==> config.mk <==
export PLATFORM = sky130hd
export DESIGN_NAME = fetch_unit
export DESIGN_NICKNAME = d
export VERILOG_FILES = /design/src/rtl/cpu_pkg.sv /design/src/rtl/fetch_fifo.sv /design/src/rtl/fetch_unit.sv
export SDC_FILE = /design/constraint.sdc
export NUM_CORES = 1
export LEC_CHECK = 0
export BUFFER_PORTS_ARGS = -buffer_cell sky130_fd_sc_hd__buf_2
export CORE_MARGIN = 4
export CORE_UTILIZATION = 35
export CTS_CLUSTER_DIAMETER = 80
export DETAILED_ROUTE_END_ITERATION = 16
export MAX_ROUTING_LAYER = met4
export SYNTH_ARGS = -nofsm -noshare
export SYNTH_HDL_FRONTEND = slang
export SYNTH_SLANG_ARGS = --single-unit
==> constraint.sdc <==
create_clock -name clk -period 5 [get_ports clk]
set_input_delay 0.75 -clock clk [delete_from_list [all_inputs] [get_ports clk]]
set_output_delay 0.75 -clock clk [all_outputs]
set_load 0.005 [all_outputs]
==> src/rtl/cpu_pkg.sv <==
// Shared CPU definitions: datapath widths, PC step, NOP encoding and the
// prefetch buffer entry layout.
package cpu_pkg;
    localparam int INSTR_W = 16;
    localparam int ADDR_W  = 16;
    localparam logic [ADDR_W-1:0]  PC_STEP   = 16'd2;
    localparam logic [INSTR_W-1:0] NOP_INSTR = 16'h0000;

    typedef struct packed {
        logic [ADDR_W-1:0]  pc;
        logic [INSTR_W-1:0] instr;
    } fetch_entry_t;
endpackage

==> src/rtl/fetch_fifo.sv <==
// Shift-style prefetch FIFO: entry 0 is always the head, so the head output is
// a plain register and keeps its last contents once the buffer runs empty.
module fetch_fifo
    import cpu_pkg::*;
#(
    parameter int DEPTH = 2,
    localparam int CNT_W = $clog2(DEPTH + 1)
) (
    input  logic               clk,
    input  logic               rst_n,
    input  logic               push,
    input  logic               pop,
    input  logic               flush,
    input  fetch_entry_t       wr_entry,
    output fetch_entry_t       head,
    output logic               head_valid,
    output logic [CNT_W-1:0]   count
);

    fetch_entry_t     ent [DEPTH];
    logic             do_push;
    logic             do_pop;
    logic [CNT_W-1:0] wr_idx;

    assign do_push = push & ~flush;
    assign do_pop  = pop & ~flush & head_valid;
    // With a pop the survivors shift down one slot, so the free slot moves too.
    assign wr_idx  = do_pop ? count - 1'b1 : count;

    always_ff @(posedge clk or negedge rst_n) begin
        if (!rst_n) begin
            count <= '0;
            for (int i = 0; i < DEPTH; i++) begin
                ent[i] <= '0;
            end
        end else if (flush) begin
            count <= '0;
        end else begin
            count <= count + CNT_W'(do_push) - CNT_W'(do_pop);
            for (int i = 0; i < DEPTH; i++) begin
                if (do_push && wr_idx == CNT_W'(i)) begin
                    ent[i] <= wr_entry;
                end else if (do_pop && CNT_W'(i + 1) < count) begin
                    ent[i] <= ent[(i + 1) % DEPTH];
                end
            end
        end
    end

    assign head       = ent[0];
    assign head_valid = (count != '0);

endmodule

==> src/rtl/fetch_unit.sv <==
// Instruction-fetch stage: owns the PC, arbitrates push against redirect and
// presents buffered {pc, instr} words to decode through a valid/ready handshake.
module fetch_unit
    import cpu_pkg::*;
#(
    parameter logic [ADDR_W-1:0] RESET_PC  = 16'h0000,
    parameter int                BUF_DEPTH = 2
) (
    input  logic               clk,
    input  logic               rst_n,
    input  logic               fetch_en,
    output logic [ADDR_W-1:0]  imem_pc,
    input  logic [INSTR_W-1:0] imem_instr,
    input  logic               redirect_valid,
    input  logic [ADDR_W-1:0]  redirect_pc,
    output logic               if_valid,
    output logic [INSTR_W-1:0] if_instr,
    output logic [ADDR_W-1:0]  if_pc,
    output logic [ADDR_W-1:0]  if_pc_plus2,
    input  logic               id_ready
);

    localparam int CNT_W = $clog2(BUF_DEPTH + 1);
    localparam logic [CNT_W-1:0] FULL = CNT_W'(BUF_DEPTH);

    logic [ADDR_W-1:0] pc;
    fetch_entry_t      wr_entry;
    fetch_entry_t      head;
    logic              head_valid;
    logic [CNT_W-1:0]  count;
    logic              pop;
    logic              push;

    assign pop  = head_valid & id_ready;
    // A full buffer may still accept a word when the head leaves this cycle.
    assign push = fetch_en & ~redirect_valid & ((count < FULL) | pop);

    always_ff @(posedge clk or negedge rst_n) begin
        if (!rst_n) begin
            pc <= RESET_PC;
        end else if (redirect_valid) begin
            pc <= {redirect_pc[ADDR_W-1:1], 1'b0};
        end else if (push) begin
            pc <= pc + PC_STEP;
        end
    end

    assign wr_entry.pc    = pc;
    assign wr_entry.instr = imem_instr;

    fetch_fifo #(
        .DEPTH(BUF_DEPTH)
    ) u_fifo (
        .clk        (clk),
        .rst_n      (rst_n),
        .push       (push),
        .pop        (pop),
        .flush      (redirect_valid),
        .wr_entry   (wr_entry),
        .head       (head),
        .head_valid (head_valid),
        .count      (count)
    );

    assign imem_pc     = pc;
    assign if_valid    = head_valid;
    assign if_instr    = head_valid ? head.instr : NOP_INSTR;
    assign if_pc       = head.pc;
    assign if_pc_plus2 = head.pc + PC_STEP;

endmodule

**Word-level counts from Yosys, hierarchy flattened**

Cells that the tools add are included.

- Logic and storage cells: 43
- Bits in registers: 82
- Output and inout port bits: 65

- Add/subtract/negate cells: 5
- Reduce and logical (&&, ||, !) cells: 11
- Order comparisons: 3
- Multiplexer cells: 9
- Bitwise operators: 8
- Equal/unequal tests: 1

Operators with widths:

| operator | number |
|---|---|
| $mux 32 | 4 |
| $mux 16 | 3 |
| $add 16x2->16 const B | 2 |
| $reduce_bool 2->1 | 4 |
| $and 1x1->1 | 6 |
| $logic_and 1x1->1 | 4 |
| $mux 2 | 2 |
| $reduce_and 2->1 | 2 |
| $add 2x1->2 | 1 |
| $eq 2x1->1 const B | 1 |
| $logic_not 2->1 | 1 |
| $lt 1x2->1 const A | 1 |
| $lt 2x2->1 const A | 1 |
| $lt 2x2->1 const B | 1 |
| $sub 2x1->2 | 1 |
| $sub 2x1->2 const B | 1 |
| $not 1->1 | 1 |
| $or 1x1->1 | 1 |

**Longest topological paths before layout**

- Depth in word-level cells: 9
- Gate-level depth with buffers: 9
- Depth with buffers taken out: 8

**Hierarchy**

Synthesis repeated with hierarchy kept, for this count alone.

- Cell total of the unflattened synthesis: 654
- Area total of the unflattened synthesis: 5,771.8 sq um

By module, submodules not included:

| module | area each (sq um) | cells an instance | times used | seq. area each (sq um) |
|---|---|---|---|---|
| fetch_fifo | 4,533.1 | 499 | 1 | 1,651.6 |
| fetch_unit | 1,238.7 | 155 | 1 | 375.4 |

**Worst setup path before layout**

Ideal clock, no wire load.

- Kind: register -> register
- Start point: register u_fifo.count[1]
- End point: register u_fifo.ent[10] (netlist name)
- Data arrival time: 2,309 ps
- Stages on the path, launching flop included: 9
- Period minus slack after synthesis: 2,434 ps
- Required time: 4,875 ps
- Slack: 2,566 ps
- Path through: dfrtp_1 inv_1 ha_1 buf_2 nor3b_4 ha_1 nor4b_4 buf_2 mux2_2

- Longest elaborated chain between the ends: 9
- Elaborated cells on any way between the ends: 17

RTL lines:

| element | line | text |
|---|---|---|
| start, declared | fetch_fifo.sv:17 | `output logic [CNT_W-1:0] count` |
| start signal, assigned | fetch_fifo.sv:39 | `count <= count + CNT_W'(do_push) - CNT_W'(do_pop);` |
| $reduce_bool 2->1 | fetch_fifo.sv:51 | `assign head_valid = (count != '0);` |
| $and 1x1->1 | fetch_unit.sv:34 | `assign pop = head_valid & id_ready;` |
| $and 1x1->1 (2 in series) | fetch_fifo.sv:26 | `assign do_pop = pop & ~flush & head_valid;` |
| $mux 2 | fetch_fifo.sv:28 | `assign wr_idx = do_pop ? count - 1'b1 : count;` |
| $eq 2x1->1 | fetch_fifo.sv:41 | `if (do_push && wr_idx == CNT_W'(i)) begin` |
| $logic_and 1x1->1 | fetch_fifo.sv:41 |  |
| $reduce_bool 2->1 (no line) | -- |  |
| $reduce_and 2->1 (no line) | -- |  |
| end signal, assigned by index | fetch_fifo.sv:42 | `ent[i] <= wr_entry;` |
| end signal, assigned by index | fetch_fifo.sv:44 | `ent[i] <= ent[(i + 1) % DEPTH];` |
| end, declared | fetch_fifo.sv:20 | `fetch_entry_t ent [DEPTH];` |

Several ways; a longest one is shown, not always the timed one.
A chain may end at the register's enable or synchronous reset.

**Worst setup path after layout**

- Start point: register u_fifo.count[1]
- End point: register u_fifo.ent (netlist bit u_fifo.head[4])

- Longest elaborated chain between the ends: 9
- Elaborated cells on any way between the ends: 17

RTL lines:

| element | line |
|---|---|
| $reduce_bool 2->1 | fetch_fifo.sv:51 |
| $and 1x1->1 | fetch_unit.sv:34 |
| $and 1x1->1 (2 in series) | fetch_fifo.sv:26 |
| $mux 2 | fetch_fifo.sv:28 |
| $logic_not 2->1 | fetch_fifo.sv:41 |
| $logic_and 1x1->1 | fetch_fifo.sv:41 |
| $reduce_bool 2->1 (no line) | -- |
| $reduce_and 2->1 (no line) | -- |

Several ways; a longest one is shown, not always the timed one.

==> reports/metrics.cfg <==
[status]
outcome=finished clean

[placement]
portBuffers=99
dpl.hpwl_mm=7.41
gp_congestion=0.772

[hold_path]
hold_depth=2
worst_hold_path_type=reg -> reg
hp-start=u_fifo.ent[16]$_DFFE_PN0P_
hold-path-endpoint=u_fifo.head[16]$_DFFE_PN0P_

[global_routing]
grt_overflow=0
grt_max_degree=82
grt_pass1_wl_mm=18.4
grt_pass1_vias=3579
grt_usage_pct=15.0
antenna_found_initial=0

[clock_network]
hold_buffers=0
numCtsBuffers=9
cts_tree=yes
clkTransAtPathRegs_ns=0.06
clock_path_buffers=2
cts.sinks=81
ctsResizeCount=0
post-cts-setup-buffer-count=0
htreeDepth=3
clockRootBuffer=clkbuf_16
clk-insertion-delay-late_ns=0.34

[timing]
max_freq_ghz=0.311
holdWs_ns=0.516
finClkSkew_ns=0.00590
fin_crit_sh_pct=64.3
tightest_slew_ns=1.06
hold_viol=0
maxSlewHeadroom_pct=29.2
tns_ns=0
drv_slew=0
period_minus_slack_ns=3.22
setup_viol=0
rsz0062_at_grt=false

[drt]
drc=0
routed_wirelength_mm=11.0
ant_nets=0
wl_per_cell_um=16.7
drt-initial-drc-count=151
vias=3302
vias_per_cell=5.00
dr.pass1.iters=4

[job]
cap_violations=0

[synth]
synth_seq_cells=81
synth_nets=452
synth_area_leaders=dfrtp_1 42%, mux2_2 27%, buf_4 3.0%
synth_top_family_by_area=multiplexers
synthFlopType=dfrtp_1
yosysSeqAreaShare_pct=42.0
synthMuxAreaShare_pct=29.9
synth_area_mm2=0.00483
synth_top_area_share_pct=42.0
synth_area_per_cell_um2=11.9
synth-edff-count=0
postSynthCellCount=407
async_flop_share_pct=100
synth_simple_gate_area_share_pct=11.1
synth-adder-area-share_pct=2.07
synth.largest_area_cell=dfrtp_1
synthDistinctLibCells=44
synth_xor_area_share_pct=4.17
yosys_warnings=0
synth_compound_area_share_pct=4.33

[setup_path]
cpMostUsedCell=mux2_2
critPathKind=reg -> reg
cp.required_ns=5.22
endpoint_kind=register
cp.arrival_ns=3.44
r2r_end=u_fifo.head[4]$_DFFE_PN0P_
reg2reg_depth=6
crit_path_top_delay_cell=nand3b_2
start_kind=register
regToRegStartpoint=u_fifo.count[1]$_DFF_PN0_
crit_fanout=32
cp_cell_sequence=inv_1 -> ha_1 -> nor3b_4 -> nand3b_2 -> mux2_2 -> mux2_2
rrSetupSlack_ns=1.78
max_stage_delay_ns=0.79

[cells_and_area]
synthToLayoutAreaGrowth_pct=15.9
multi_input_area_mm2=0.00250
regArea_mm2=0.00203
antenna_cells=0
nFillCells=1284
drive_gt1_share_pct=50.0
fin_nets=524

[power]
power_density_mw_per_mm2=542
cellLeakagePower_uw=0.00252
ir_drop_mv=0.245

[die]
core_area_mm2=0.0134
start_util_pct=36.0
die_y_um=125
rows=42
die_x_um=125
fp.dieArea_mm2=0.0157
io_pins=102

[how the worst max path moves through the flow]
stage                                        to  slack, ns  depth (start not counted)                      start
finish               u_fifo.head[4]$_DFFE_PN0P_       1.78                          6  u_fifo.count[1]$_DFF_PN0_
global route        u_fifo.head[10]$_DFFE_PN0P_       1.53                          6  u_fifo.count[1]$_DFF_PN0_
CTS                  u_fifo.head[4]$_DFFE_PN0P_       1.73                          6  u_fifo.count[1]$_DFF_PN0_
detailed placement   u_fifo.head[4]$_DFFE_PN0P_       1.73                          6  u_fifo.count[1]$_DFF_PN0_
global placement     u_fifo.head[0]$_DFFE_PN0P_       1.77                          6  u_fifo.count[1]$_DFF_PN0_
floorplan            u_fifo.ent[10]$_DFFE_PN0P_       2.57                          8  u_fifo.count[1]$_DFF_PN0_
[layout make-up]
class / instances / share of cell area, %
Inverter: 8 / 0.536
Multi-Input combinational cell: 278 / 44.6
Timing Repair Buffer: 101 / 9.16
Clock inverter: 5 / 1.43
Tap cell: 176 / 3.93
Sequential cell: 81 / 36.2
Clock buffer: 11 / 4.16
[critical path: cells and delay by family (launching register included)]
kind	cells	cell delay, ns
buffers and inverters	1	0.10
multiplexers	2	0.84
adder cells (fa/ha/maj)	1	0.51
flip-flops	1	0.48
AND/OR/NAND/NOR	2	1.15
[registers in the layout, summed over array words and instances (netlist names)]
name,count
imem_pc,15
u_fifo.count,2
u_fifo.ent,32
u_fifo.head,32
[Yosys cell counts, drive strengths merged (2+ instances only)]
cell type  number
nand4           7
clkbuf          5
nor3b           2
nor4b           2
a2111oi         2
o31a            2
o21ai           9
nor2b          18
xnor2          13
a21oi           2
xor2           10
o211ai          3
nor2           15
and4            2
nand2b          5
inv             8
a311o           3
buf            35
nand3           9
ha              8
mux2i           8
dfrtp          81
nand2          16
and3            5
mux2          121
a211oi          4
and2            4
[metal layers]
layer / track usage, % / vias up / part of all wire [%]
met4: 4.72 / 0 / 1.4
met3: 3.20 / 17 / 4.8
met5: - / - / 0
met1: 18.9 / 1638 / 45
li1: - / 1559 / -
met2: 24.2 / 88 / 49
[metrics by stage]
stage                     util [%]  area [um2]  setup slack (ns)  total power [uW]  instances
after global placement        39.4        5290              1.77              2310        644
after floorplan                  -        4830              2.57              2040        407
after detailed placement      39.4        5290              1.73              2370        644
after CTS                     41.8        5600              1.73              3090        660
final                         41.8        5600              1.78              3030        660
after global routing          41.8        5600              1.53              3250        660
[power breakdown]
group          total (uW)  internal [uW]  switching, uW
Combinational        1170            690            480
Clock                 697            437            260
Sequential           1170            925            241
Total                3030           2050            982
[layout by cell type (no fill, tap or decap), drive strengths merged, types with 7 or more instances in the layout]
cell type	synthesis	routed
buf	35	101
clkbuf	5	11
dfrtp	81	81
ha	8	8
inv	8	8
mux2	121	121
mux2i	8	8
nand2	16	16
nand3	9	9
nand4	7	7
nor2	15	15
nor2b	18	18
o21ai	9	9
xnor2	13	13
xor2	10	10
[cells by family after synthesis]
logic type               Yosys count
buffers and inverters             48
AO/OA/AOI/OAI                     28
other                              1
XOR/XNOR                          23
flip-flops                        81
multiplexers                     129
adder cells (fa/ha/maj)            8
AND/OR/NAND/NOR                   89
(Power assumes the default switching activity.)
